<file path="config.mk">
export PLATFORM = sky130hd
export DESIGN_NAME = chan_arbiter
export DESIGN_NICKNAME = d
export VERILOG_FILES = /design/src/rtl/chan_arbiter.sv
export SDC_FILE = /design/constraint.sdc
export NUM_CORES = 1
export LEC_CHECK = 0
export CORE_MARGIN = 3
export CORE_UTILIZATION = 25
export CTS_CLUSTER_SIZE = 8
export DETAILED_ROUTE_END_ITERATION = 8
export PLACE_DENSITY_LB_ADDON = 0.3
export SETUP_SLACK_MARGIN = 0.15
export SYNTH_ARGS = -nofsm -noshare
export SYNTH_HDL_FRONTEND = slang
export SYNTH_SLANG_ARGS = --single-unit
</file>
<file path="constraint.sdc">
create_clock -name clk_in -period 9.53 [get_ports clk_in]
set_input_delay 1.906 -clock clk_in [delete_from_list [all_inputs] [get_ports clk_in]]
set_output_delay 1.906 -clock clk_in [all_outputs]
set_load 0.03 [all_outputs]
</file>
<file path="src/rtl/chan_arbiter.sv">
// rtl/chan_arbiter.sv - per-channel sample holding registers arbitrated onto one output stream
module chan_arbiter #(
  parameter int N_CHAN       = 5,
  parameter int W_CHAN       = 8,
  parameter int W_DATA       = 18,
  parameter int W_WR_ADDR    = 16,
  parameter int W_WR_CHAN    = 16,
  parameter int W_WR_DATA    = 48,
  parameter int ADDR_CHAN_EN = 'h0001,
  parameter int ADDR_OVF_CLR = 'h0002,
  parameter int RR_MODE      = 1
) (
  input  logic                       clk_in,
  input  logic                       rst_in,
  input  logic [N_CHAN-1:0]          dv_in,
  input  logic [N_CHAN*W_DATA-1:0]   data_in,
  input  logic                       wr_en,
  input  logic [W_WR_ADDR-1:0]       wr_addr,
  input  logic [W_WR_CHAN-1:0]       wr_chan,
  input  logic [W_WR_DATA-1:0]       wr_data,
  output logic                       dv_out,
  output logic [W_CHAN-1:0]          chan_out,
  output logic signed [W_DATA-1:0]   data_out,
  output logic [N_CHAN-1:0]          chan_en_out,
  output logic [N_CHAN-1:0]          ovf_out
);

  localparam int W_IDX = (N_CHAN > 1) ? $clog2(N_CHAN) : 1;

  logic [W_DATA-1:0]        r_hold [N_CHAN];
  logic [N_CHAN-1:0]        r_valid;
  logic [N_CHAN-1:0]        r_chan_en;
  logic [N_CHAN-1:0]        r_ovf;
  logic [W_IDX-1:0]         r_last_grant;
  logic                     r_dv_out;
  logic [W_CHAN-1:0]        r_chan_out;
  logic signed [W_DATA-1:0] r_data_out;

  logic [N_CHAN-1:0]        w_grant_vec;
  logic                     w_grant_any;
  logic [W_IDX-1:0]         w_grant_idx;
  logic [N_CHAN-1:0]        w_wr_sel;
  logic [N_CHAN-1:0]        w_ovf_evt;
  logic                     w_wr_chan_ok;
  logic                     w_cfg_en_hit;
  logic                     w_cfg_clr_hit;
  logic                     w_unused;

  // Only bit 0 of the write data carries meaning (enable value)
  assign w_unused = ^wr_data;

  assign w_wr_chan_ok  = (wr_chan < W_WR_CHAN'(N_CHAN));
  assign w_cfg_en_hit  = wr_en && (wr_addr == W_WR_ADDR'(ADDR_CHAN_EN)) && w_wr_chan_ok;
  assign w_cfg_clr_hit = wr_en && (wr_addr == W_WR_ADDR'(ADDR_OVF_CLR)) && w_wr_chan_ok;

  // Pick at most one valid holding register: round-robin after last grant, or lowest index
  always_comb begin
    int idx;
    w_grant_vec = '0;
    w_grant_any = 1'b0;
    w_grant_idx = '0;
    idx         = 0;
    if (RR_MODE != 0) begin
      for (int k = 1; k <= N_CHAN; k++) begin
        idx = int'(r_last_grant) + k;
        if (idx >= N_CHAN) idx = idx - N_CHAN;
        if (!w_grant_any && r_valid[W_IDX'(idx)]) begin
          w_grant_any = 1'b1;
          w_grant_idx = W_IDX'(idx);
        end
      end
    end else begin
      for (int i = N_CHAN - 1; i >= 0; i--) begin
        if (r_valid[i]) begin
          w_grant_any = 1'b1;
          w_grant_idx = W_IDX'(i);
        end
      end
    end
    if (w_grant_any) w_grant_vec[w_grant_idx] = 1'b1;
  end

  // Per-channel write select and overflow event (strobe onto a held, ungranted sample)
  always_comb begin
    w_wr_sel  = '0;
    w_ovf_evt = '0;
    for (int i = 0; i < N_CHAN; i++) begin
      w_wr_sel[i]  = (wr_chan == W_WR_CHAN'(i));
      w_ovf_evt[i] = r_chan_en[i] && dv_in[i] && r_valid[i] && !w_grant_vec[i];
    end
  end

  // Holding registers, config registers, overflow flags and registered output stage
  always_ff @(posedge clk_in or posedge rst_in) begin
    if (rst_in) begin
      r_valid      <= '0;
      r_chan_en    <= '0;
      r_ovf        <= '0;
      r_last_grant <= W_IDX'(N_CHAN - 1);
      r_dv_out     <= 1'b0;
      r_chan_out   <= '0;
      r_data_out   <= '0;
      for (int i = 0; i < N_CHAN; i++) r_hold[i] <= '0;
    end else begin
      if (w_grant_any) begin
        r_dv_out     <= 1'b1;
        r_chan_out   <= W_CHAN'(w_grant_idx);
        r_data_out   <= r_hold[w_grant_idx];
        r_last_grant <= w_grant_idx;
      end else begin
        r_dv_out <= 1'b0;
      end
      for (int i = 0; i < N_CHAN; i++) begin
        // A disabled channel drops its sample, but a grant already made this cycle still goes out
        if (!r_chan_en[i]) begin
          r_valid[i] <= 1'b0;
        end else if (dv_in[i]) begin
          r_hold[i]  <= data_in[i*W_DATA +: W_DATA];
          r_valid[i] <= 1'b1;
        end else if (w_grant_vec[i]) begin
          r_valid[i] <= 1'b0;
        end
        if (w_cfg_en_hit && w_wr_sel[i]) r_chan_en[i] <= wr_data[0];
        // A fresh overflow beats a coincident clear so no event is lost
        if (w_ovf_evt[i]) r_ovf[i] <= 1'b1;
        else if (w_cfg_clr_hit && w_wr_sel[i]) r_ovf[i] <= 1'b0;
      end
    end
  end

  assign dv_out      = r_dv_out;
  assign chan_out    = r_chan_out;
  assign data_out    = r_data_out;
  assign chan_en_out = r_chan_en;
  assign ovf_out     = r_ovf;

endmodule

</file>
---- Word level (Yosys, flattened, before mapping) ----
Cells that the tools add are included.
cells by class
  add/sub/neg operators ................... 10
  order comparisons ....................... 14
  eq/ne operators ......................... 11
  mux-type cells .......................... 62
  bitwise gates (word level) .............. 1
  reduce and logical (&&, ||, !) cells .... 54
operator list
  cell                 count
  $bmux 18 s3          1
  $eq 16x2->1 const B  3
  $mux 1               42
  $mux 18              2
  $logic_and 1x1->1    34
  $eq 16x1->1 const B  2
  $mux 3               10
  $lt 3x5->1 const B   5
  $ge 4x3->1 const B   5
  $eq 16x3->1 const B  1
  $logic_not 16->1     1
  $lt 16x3->1 const B  1
  $bmux 1 s3           5
  $ne 3x2->1 const B   5
  $sub 3x3->3 const B  5
  $reduce_and 2->1     5
  $reduce_bool 2->1    5
  $logic_not 1->1      9
  $add 3x2->4 const B  2
  $add 3x3->4 const B  2
  $mux 5               1
  $add 3x1->4 const B  1
  $ge 4x4->1 const B   1
  $lt 3x4->1 const B   1
  3 further kinds      3
word-level totals
  flip-flop bits (word level) ............. 130
  bits of input ports ..................... 178
  output and inout bits ................... 37
  word-level logic and storage cells ...... 176

---- Depth between registers and ports, before layout ----
  depth in word-level cells ............... 27
  depth in mapped cells ................... 18
  gate-level depth less buffers ........... 14

---- Least setup slack after synthesis ----
No wires, ideal clock.
  path kind ............................... register -> register
  start point ............................. reg r_last_grant[0]
  end point ............................... reg r_data_out[10], in the netlist data_out[10]
  data arrival time ....................... 3.789 ns
  required time ........................... 9.398 ns
  slack ................................... 5.609 ns
  cell stages (with the launch flop) ...... 19
  period minus slack after synthesis ...... 3.921 ns
  cells stage by stage .................... dfrtp_1 -> buf_6 -> inv_2 -> buf_2 -> ha_1 -> inv_1 -> fa_1 -> nor2_1 -> a2bb2oi_1 -> a21oi_1 -> or3_1 -> or3_1 -> or3_1 -> a31oi_2 -> buf_6 -> buf_12 -> mux2i_1 -> o22a_1 -> o21ai_1
between the ends
  longest elaborated chain between the ends .. 23
  elaborated cells on any way between the ends .. 57
  classes of those cells .................. 10 x add/sub; 5 x order compare; 33 x mux; 1 x bitwise; 8 x reduce/logical
ends and longest elaborated chain
  item                                        line  source
  start: declaration                          34    logic [W_IDX-1:0] r_last_grant;
  start signal: assignment                    99    r_last_grant <= W_IDX'(N_CHAN - 1);
  start signal: assignment                    109   r_last_grant <= w_grant_idx;
  $add 3x1->4                                 65    idx = int'(r_last_grant) + k;
  $ge 4x3->1 or $sub 3x3->3 (tied branches)   66    if (idx >= N_CHAN) idx = idx - N_CHAN;
  $mux 3                                      66
  $bmux 1 s3                                  67    if (!w_grant_any && r_valid[W_IDX'(idx)]) begin
  $mux 1 (not written as such) (2 in a row)   67
  $mux 1                                      67
  $logic_not 1->1                             67
  $logic_and 1x1->1                           67
  (+5 left out)                               -
  $logic_and 1x1->1                           67
  $mux 1                                      67
  $logic_not 1->1                             67
  $logic_and 1x1->1                           67
  $mux 3                                      67
  $not 3->4 (not written as such)             108   r_data_out <= r_hold[w_grant_idx];
  $bmux 18 s3                                 108
  $mux 18 (not written as such) (2 in a row)  108
  end signal: assignment                      108
  end: declaration                            37    logic signed [W_DATA-1:0] r_data_out;
Several ways; a longest one is shown, not always the timed one. The select of a mux whose other input is x is not followed.
A chain may end at the register's enable or synchronous reset.

---- Worst setup path in the final report ----
  start point ............................. reg r_last_grant[0]
  end point ............................... reg r_valid[0]
between the ends
  longest elaborated chain between the ends .. 25
  elaborated cells on any way between the ends .. 60
  classes of those cells .................. 10 x add/sub; 7 x order compare; 1 x eq/ne; 33 x mux; 9 x reduce/logical
ends and longest elaborated chain
  item                                                            line  source
  $add 3x1->4                                                     65
  $ge 4x3->1 or $sub 3x3->3 (tied branches)                       66
  $mux 3                                                          66
  $bmux 1 s3                                                      67
  $mux 1 (not written as such) (2 in a row)                       67
  $mux 1                                                          67
  $logic_not 1->1                                                 67
  $logic_and 1x1->1                                               67
  (+8 left out)                                                   -
  $logic_and 1x1->1                                               67
  $mux 3                                                          67
  $lt 3x4->1 (not written as such) or $ge 3x1->1 (tied branches)  80    if (w_grant_any) w_grant_vec[w_grant_idx] = 1'b1;
  $logic_and 1x1->1 (not written as such)                         80
  $mux 1 (not written as such)                                    80
  $demux 1 s3                                                     80
  $mux 5 *                                                        80
  $ne 3x2->1 (no line) *                                          -
  end signal: assignment                                          96    r_valid <= '0;
  end signal: indexed assignment                                  116   r_valid[i] <= 1'b0;
  end signal: indexed assignment                                  119   r_valid[i] <= 1'b1;
  end: declaration                                                31    logic [N_CHAN-1:0] r_valid;
Every way passes the cells marked *; elsewhere a longest branch is shown, timed or not. The select of a mux whose other input is x is not followed.

==> run_results.csv <==
group,metric,value,unit
die,core-area,26100,sq um
logic_synthesis,synth_top_area_share,47.6,%
final_layout,diodes,0,
clock_tree,htree_levels,4,
global_routing,gr-total-overflow,0,
clock_tree,numCtsBuffers,17,
worst_hold_path,hp-start,"chan_out[2]",
timing,tightest_slew,1.11,ns
logic_synthesis,synth_top_cell_by_area,"dfrtp_1",
final_layout,syn_to_final_growth,38.6,%
final_layout,final_nets,921,
critical_path,worst-r2r-setup-slack,3.84,ns
timing,rsz0062_at_grt,"no",
logic_synthesis,synth_cells,575,
global_routing,grt_pass1_vias,5345,
placed_design,dpl_cell_area,8610,sq um
global_routing,antenna_found_initial,1,
logic_synthesis,syn_avg_cell_area,11.6,sq um
logic_synthesis,synthDistinctLibCells,63,
die,die_area,28700,sq um
timing,hold_violations,0,
power,ir_drop,0.119,mV
die,num_io_pins,215,
route,post-route-drc-count,0,
logic_synthesis,synthTopCellsByCount,"dfrtp_1, mux2_2, mux2i_1",
critical_path,crit_type,"reg2reg",
timing,min_period_over_period,59.7,%
global_routing,grt_pass1_wl,31.1,mm
clock_tree,root_buffer,"clkbuf_16",
clock_tree,postCtsHoldBufs,0,
critical_path,required,9.81,ns
timing,timing.fmax,176,MHz
critical_path,cp-start-kind,"flop",
clock_tree,cts_sinks,128,
logic_synthesis,synth_area,6680,sq um
route,drt_iter0_drc,199,
critical_path,ff2ff_path_depth,14,
die,rows,59,
clock_tree,clockBufferDepth,2,
power,p_leak,0.00431,uW
timing,setup_viol_count_final,0,
critical_path,crit_fanout,31,
critical_path,end_kind,"flop",
global_routing,grtUsageTotal,14.1,%
logic_synthesis,synth_edf_count,0,
placed_design,numPortBuffers,162,
final_layout,fin_area,9260,sq um
worst_hold_path,hold_class,"reg2reg",
logic_synthesis,yosysMostFrequentCell,"dfrtp_1",
power,power_density,144,nW/um^2
timing,relSlewSlack,25.5,%
clock_tree,cts_tree,"yes",
clock_tree,clkTransAtPathRegs,0.05,ns
logic_synthesis,synth_seq_cells,128,
logic_synthesis,yosys-top-cells-area,"dfrtp_1, mux2_2, mux2i_1",
route,wire_per_inst,18.6,um
die,die_w,169,um
route,ant_nets,0,
logic_synthesis,ys_seq_area_share,48.0,%
timing,period_minus_slack,5.69,ns
clock_tree,cts_resized,0,
critical_path,arrival,5.98,ns
route,drt-pass1-iter-count,4,
clock_tree,postCtsSetupBuffers,0,
route,viasPerCell,4.75,
global_routing,grt_max_degree,82,
die,start_util,25.6,%
die,die_y,169,um
placed_design,detailed_place_hpwl,13.7,mm
outcome,status,"completed",
placed_design,gp_congestion,0.816,
run,drv_cap,0,
timing,finalClockSkew,0.0106,ns
logic_synthesis,ys.flop_type,"dfrtp_1",
logic_synthesis,ys_warn_count,0,
route,vias,5129,
critical_path,r2r_start,"r_last_grant[0]",
critical_path,worstSetupStartpoint,"r_last_grant[0]",
route,wirelength,20.0,mm
logic_synthesis,async_flop_share,100,%
worst_hold_path,whs_path_depth,2,
timing,drv_slew,0,
timing,timing.setup.tns,0,ns
final_layout,drive_gt1_share,20.5,%
clock_tree,insertion_delay,0.42,ns
timing,hold_slack,0.482,ns
## final timing paths
kind | end
max | r_valid[0]
min | chan_out[2]
max reg2reg | r_valid[0]
min reg2reg | chan_out[2]
max in group asynchronous | data_out[5]
min in group asynchronous | data_out[9]
## metrics by stage
| stage | utilization (%) | setup slack (ns) | power (uW) | std cells |
|---|---|---|---|---|
| 2_1_floorplan | - | 4.21 | 570 | 579 |
| 3_3_place_gp | 32.9 | 3.80 | 631 | 1048 |
| 3_5_place_dp | 32.9 | 3.83 | 631 | 1048 |
| 4_1_cts | 35.4 | 3.80 | 1350 | 1080 |
| 5_1_grt | 35.4 | 3.35 | 1380 | 1080 |
| 6_report | 35.4 | 3.84 | 1340 | 1080 |
## layout by cell type (no fill, tap or decap), drive strengths merged, types with 3 or more instances in the layout
master         instances
nor2                  17
inv                   18
a21oi                 10
buf                    7
and3b                  3
o211ai                 7
ha                    10
nand3                  9
and3                   3
nand2b                 8
mux2                  99
xnor2                  3
clkinv                 4
nor4                  10
nor3                   3
clkdlybuf4s50        162
a22oi                 20
nor2b                  5
a211oi                 7
bufinv                 4
dfrtp                127
o21ai                 41
nand2                 37
or3                    4
o22a                  18
or3b                   3
mux2i                 39
clkbuf                21
conb                   5
## sequential cells by signal (all words and copies together) (netlist names)
name,cells
chan_en_out,5
chan_out,1
data_out,18
dv_out,1
ovf_out,5
r_hold,90
r_last_grant,3
r_valid,5
## per-layer routing
metal / vias to the layer above / track usage (%) / share of wire, %
met5: - / 0 / 0.065
met4: 2 / 3.31 / 0.74
met3: 13 / 4.19 / 4.7
met2: 120 / 23.4 / 49
met1: 2555 / 18.3 / 46
li1: 2439 / - / -
## where the power goes
part           internal, uW  switching (uW)  total, uW
sequential              544           0.403        545
clock                   461             256        717
combinational          49.0            25.8       74.8
## worst max-delay path, stage by stage (launching register included)
cell and delay [ns]:
dfrtp_1 0.98, inv_2 0.36, ha_1 0.32, ha_1 0.38
or2_2 0.30, o21ai_0 0.33, o21ai_0 0.20, a21oi_1 0.35
nor2_1 0.12, or3_1 0.43, a31oi_4 0.65, buf_4 0.56
nand2_1 0.17, o21ai_0 0.24, a21boi_0 0.13
## cell families (layout without fill, tap and decap cells)
family                     after synthesis  in the layout  share of synthesized area, %
xor gates and xnor gates                 4              4                         0.525
DFF                                    128            128                          48.0
adders and majority gates               11             11                          2.17
and+or+nand+nor                        114            114                          9.03
buffers and inverters                   51            217                          3.93
other                                    1              5                        0.0561
AOI/OAI and AO/OA                      126            126                          13.1
muxes                                  140            140                          23.2
## final cells by class
class                           instances  area [sq um]
Clock buffer                           21           470
Fill cell                            2646         16900
Timing Repair Buffer                  169          1670
Sequential cell                       128          3200
Multi-Input combinational cell        400          3250
Tap cell                              335           419
Inverter                               16          62.6
Clock inverter                         11           176
Note: power is estimated with default switching activity, not from simulation.
